## config.mk

```make
export PLATFORM = sky130hd
export DESIGN_NAME = mem_port_arbiter
export DESIGN_NICKNAME = d
export VERILOG_FILES = /design/src/rtl/mem_port_arbiter.sv
export SDC_FILE = /design/constraint.sdc
export NUM_CORES = 1
export LEC_CHECK = 0
export ABC_CLOCK_PERIOD_IN_PS = 19420
export CAP_MARGIN = 30
export CORE_AREA = 2 2 354 356
export CTS_BUF_LIST = sky130_fd_sc_hd__clkbuf_8
export CTS_CLUSTER_SIZE = 8
export DETAILED_ROUTE_END_ITERATION = 12
export DIE_AREA = 0 0 356 358
export HOLD_SLACK_MARGIN = 0.12
export SYNTH_ARGS = -nofsm -noshare
export SYNTH_HDL_FRONTEND = slang
export SYNTH_SLANG_ARGS = --single-unit
```

## constraint.sdc

```tcl
create_clock -name clk -period 19.42 [get_ports clk]
set_input_delay 2.913 -clock clk [delete_from_list [all_inputs] [get_ports clk]]
set_output_delay 2.913 -clock clk [all_outputs]
set_load 0.02 [all_outputs]
```

## src/rtl/mem_port_arbiter.sv

```systemverilog
// rtl/mem_port_arbiter.sv - two-client round-robin front end for the single-ported line memory
// Optional response-address checking is enabled by defining MEM_ARB_RESP_CHECK_EN.
module mem_port_arbiter #(
    parameter int ADDR_W = 32,
    parameter int LINE_W = 128
) (
    input  logic              clk,
    input  logic              rst,
    input  logic              c0_req,
    input  logic              c0_we,
    input  logic [ADDR_W-1:0] c0_addr,
    input  logic [LINE_W-1:0] c0_wdata,
    output logic              c0_ready,
    output logic [LINE_W-1:0] c0_rdata,
    input  logic              c1_req,
    input  logic              c1_we,
    input  logic [ADDR_W-1:0] c1_addr,
    input  logic [LINE_W-1:0] c1_wdata,
    output logic              c1_ready,
    output logic [LINE_W-1:0] c1_rdata,
    output logic              mem_req,
    output logic              mem_we,
    output logic [ADDR_W-1:0] mem_addr,
    output logic [LINE_W-1:0] mem_wdata,
    input  logic [LINE_W-1:0] mem_rdata,
    input  logic              mem_ready,
    input  logic [ADDR_W-1:0] mem_resp_addr,
    output logic              busy,
    output logic              resp_err
);

    typedef enum logic [1:0] {IDLE, ISSUE, WAIT, RESP} state_t;

    state_t state, state_nxt;
    logic   last_grant;
    logic   grant;
    logic   sel;
    logic   issue_en;
    logic   accept;
    logic   mismatch;

    always_ff @(posedge clk or posedge rst) begin
        if (rst) begin
            state <= IDLE;
        end else begin
            state <= state_nxt;
        end
    end

    always_comb begin
        state_nxt = state;
        case (state)
            IDLE:    if (c0_req || c1_req) state_nxt = ISSUE;
            ISSUE:   state_nxt = WAIT;
            WAIT:    if (accept) state_nxt = RESP;
            RESP:    state_nxt = IDLE;
            default: state_nxt = IDLE;
        endcase
    end

    always_comb begin
        // On a tie the port not granted last wins; a lone requester always wins.
        sel      = (c0_req && c1_req) ? ~last_grant : c1_req;
        issue_en = (state == IDLE) && (c0_req || c1_req);
        busy     = (state != IDLE);
`ifdef MEM_ARB_RESP_CHECK_EN
        accept   = (state == WAIT) && mem_ready && (mem_resp_addr == mem_addr);
        mismatch = (state == WAIT) && mem_ready && (mem_resp_addr != mem_addr);
`else
        accept   = (state == WAIT) && mem_ready;
        mismatch = 1'b0;
`endif
    end

`ifndef MEM_ARB_RESP_CHECK_EN
    logic unused_resp_addr;
    assign unused_resp_addr = ^{mem_resp_addr, mismatch};
    assign resp_err = 1'b0;
`endif

    always_ff @(posedge clk or posedge rst) begin
        if (rst) begin
            last_grant <= 1'b1;
            grant      <= 1'b0;
            mem_req    <= 1'b0;
            mem_we     <= 1'b0;
            mem_addr   <= '0;
            mem_wdata  <= '0;
            c0_ready   <= 1'b0;
            c1_ready   <= 1'b0;
            c0_rdata   <= '0;
            c1_rdata   <= '0;
        end else begin
            mem_req  <= issue_en;
            c0_ready <= accept && !grant;
            c1_ready <= accept && grant;
            if (issue_en) begin
                grant      <= sel;
                last_grant <= sel;
                mem_we     <= sel ? c1_we : c0_we;
                mem_addr   <= {(sel ? c1_addr[ADDR_W-1:4] : c0_addr[ADDR_W-1:4]), 4'b0000};
                mem_wdata  <= sel ? c1_wdata : c0_wdata;
            end
            if (accept && !mem_we) begin
                if (grant) c1_rdata <= mem_rdata;
                else       c0_rdata <= mem_rdata;
            end
        end
    end

`ifdef MEM_ARB_RESP_CHECK_EN
    always_ff @(posedge clk or posedge rst) begin
        if (rst) begin
            resp_err <= 1'b0;
        end else if (mismatch) begin
            resp_err <= 1'b1;
        end
    end
`endif

endmodule

```

==> summary.txt <==
Outcome
  • Status: finished, final reports clean

Logic synthesis
  • Main combinational cell family by area after synthesis: multiplexers
  • Mapped Area: 17,300 um2
  • Mux cell area share after synthesis: 18.9%
  • Area leader, netlist: dfrtp_1
  • Largest cells by area after synthesis: dfrtp_1, mux2_2, a21oi_1
  • Post-Synth XOR/XNOR Area: 0%
  • Synth Area per Inst: 12.1 um2
  • Yosys reg bits: 420
  • Yosys warns: 0
  • Synth Area in Adders: 0.144%
  • Post-Synthesis Cells: 1,430
  • Post-synth top area share: 60.5%
  • EDFF count, synth: 0
  • Synth top cells by count: dfrtp_1, a21oi_1, nand2_1
  • Synth cell types: 25
  • Cell with the most instances after synthesis: dfrtp_1
  • Post-synth top flop: dfrtp_1
  • Sequential share of the synthesized area: 60.6%
  • Synth Area in Compound Gates: 9.44%
  • Simple-gate share of the synthesized area: 7.02%
  • Post-synth ARST share: 100%

Drt
  • Via density: 3.75
  • Vias: 15,000
  • DRC: 0
  • Pre-antenna DRT Iters: 4
  • Routed WL per cell: 24.5 um
  • Routed Antenna Nets: 0
  • Total Wirelength: 98,100 um
  • 1st-iter DRT viols: 916

Setup path
  • FF-to-FF Start: state[0]
  • CP most frequent cell: buf_4
  • CP delay by family, top: buffers and inverters
  • WP buf/inv: 3
  • CP Cell Sequence: clkdlybuf4s50_1 > and3_2 > nand2b_4 > buf_4 > buf_4 > mux2_4
  • Worst Path Required: 20.04 ns
  • Worst Path Arrival: 6.33 ns
  • Kind of critical path: in2reg
  • Worst setup path startpoint: mem_ready
  • R2R Setup Slk: 15.77 ns
  • Crit-path max cell delay: 0.87 ns
  • CP Launch Type: input pin
  • Slowest CP cell: buf_4
  • Worst-path maximum fanout: 49
  • Critical Path Sink Type: flip-flop

Timing
  • FMAX: 175 MHz
  • Final setup violation count: 0
  • RSZ-0062 raised after global routing: false
  • Tightest Pin Transition: 1.00 ns
  • Clock skew: 0.0404 ns
  • Fin. max-slew vios: 0
  • Tmin final: 5.71 ns
  • Slew margin rel.: 33.1%
  • Tcrit/Tclk final: 29.4%
  • Post-route setup TNS: 0 ns
  • Hold Fails Final Rpt: 0

Global route
  • Vias in the first global route: 15,100
  • Global-route wire length before repair: 129,000 um
  • Final global-route overflow total: 0
  • GRT Resource Usage Total: 14.8%
  • Largest net degree at the start of global routing: 129
  • Initial antenna violation count: 62

Clocking
  • Clock transition at path regs: 0.06 ns
  • PostCTS Resize Cnt: 0
  • Clock Latency Late Sink: 0.73 ns
  • Clock tree from TritonCTS: built
  • H-tree levels: 3
  • Clk buf depth: 3
  • CTS Root Cell: clkbuf_8
  • Post-CTS Setup Bufs: 0
  • CTS sink count: 420
  • CTS buffer count: 81
  • Post-CTS Hold Buffers: 0

Floorplanning
  • Die W: 356 um
  • DIE AREA: 127,000 um2
  • Site Rows: 129
  • Die Y: 358 um
  • CORE AREA: 123,000 um2
  • Boundary Pins: 909
  • Starting Density: 14.1%

Place
  • Port Buf Inserts: 863
  • Detail Placement HPWL: 80,200 um
  • GP Congestion: 0.878

Min path
  • Hold Path Origin: state[0]
  • HP Class: reg2reg

Pwr
  • Peak supply drop: 0.0000832 V
  • Power density over cell area: 176 nW/um2
  • Leak pwr: 12.4 nW
  • Tot Pwr: 5.18 mW

Flow run
  • Max-cap violation count: 0

Finish
  • Final Util: 23.8%
  • Syn-to-layout area delta: 69.5%
  • Share of cells above drive strength 1: 17.0%
  • Final nets: 2,786
==> sequential cells by signal, indices dropped and copies added (netlist names) <==
signal	flops
c0_rdata	128
c0_ready	1
c1_rdata	128
c1_ready	1
grant	1
last_grant	1
mem_addr	28
mem_req	1
mem_wdata	128
mem_we	1
state	2
==> worst register-to-register path, delay by kind of cell (launching register included) <==
kind | cells | cell delay [ns]
buffers and inverters | 3 | 1.72
and+or+nand+nor | 2 | 0.83
muxes | 1 | 0.45
DFF | 1 | 0.34
adders and majority gates | 1 | 0.23
==> kinds of logic after synthesis <==
kind of cell    after synthesis
compound gates              322
buf+inv                     108
mux                         257
fa+ha+maj                     2
other cells                   1
simple gates                320
flops                       420
==> routing by layer <==
metal  part of all wire, %  up-vias  routed length (um)  GRT usage [%]
li1                      -     6628                   -              -
met5                  0.25        -                 245              0
met2                    47      763               46000           24.3
met3                   8.5      222                8310           5.05
met4                   3.3       36                3260           4.99
met1                    41     7355               40400           18.2
==> metrics by stage <==
step / cells / hold slack (ns) / setup WS (ns) / instance area [um2]
floorplan: 1434 / 0.456 / 4.82 / 17300
global placement: 3849 / 0.469 / 12.97 / 27600
detailed placement: 3851 / 0.482 / 12.94 / 27600
CTS: 3997 / 0.494 / 13.81 / 29400
global route: 4001 / 0.515 / 13.63 / 29400
finish: 4004 / 0.489 / 13.71 / 29400
==> area by class of cell <==
| type | instances | area (um2) |
|---|---|---|
| flip-flops and latches | 420 | 10500 |
| multi-input cells | 906 | 6200 |
| fillers | 13200 | 93900 |
| clock inverters | 48 | 375 |
| inverters | 6 | 35.0 |
| repair buffers | 882 | 8830 |
| well taps | 1637 | 2050 |
| clock buffers | 98 | 1350 |
| diodes | 7 | 17.5 |
==> placed cells by master, fill, tap and decap left out, types with 2 or more instances in the layout <==
cell type,n
clkbuf_8,98
inv_8,2
buf_16,2
mux2_2,156
buf_4,16
mux2_4,101
clkinv_2,5
a21oi_1,315
diode_2,7
ha_1,2
bufinv_16,5
conb_1,5
clkdlybuf4s50_1,863
nor2_1,158
nand2_1,159
dfrtp_1,419
inv_1,33
inv_6,3
clkinvlp_4,4
==> worst paths after layout <==
| path | cells past startpoint | end |
|---|---|---|
| worst max-delay path | 6 | c1_rdata[118] |
| worst min-delay path | 1 | state[0] |
| worst max register to register | 7 | c1_rdata[118] |
| worst min register to register | 1 | state[0] |
| max in group asynchronous | 4 | mem_wdata[26] |
| min in group asynchronous | 2 | c0_rdata[23] |
==> power breakdown <==
group | switching (mW) | internal, mW
registers | 0.285 | 1.32
clock network | 0.420 | 0.527
logic | 1.41 | 1.22
total | 2.12 | 3.06
Note: power is estimated with default switching activity, not from simulation.
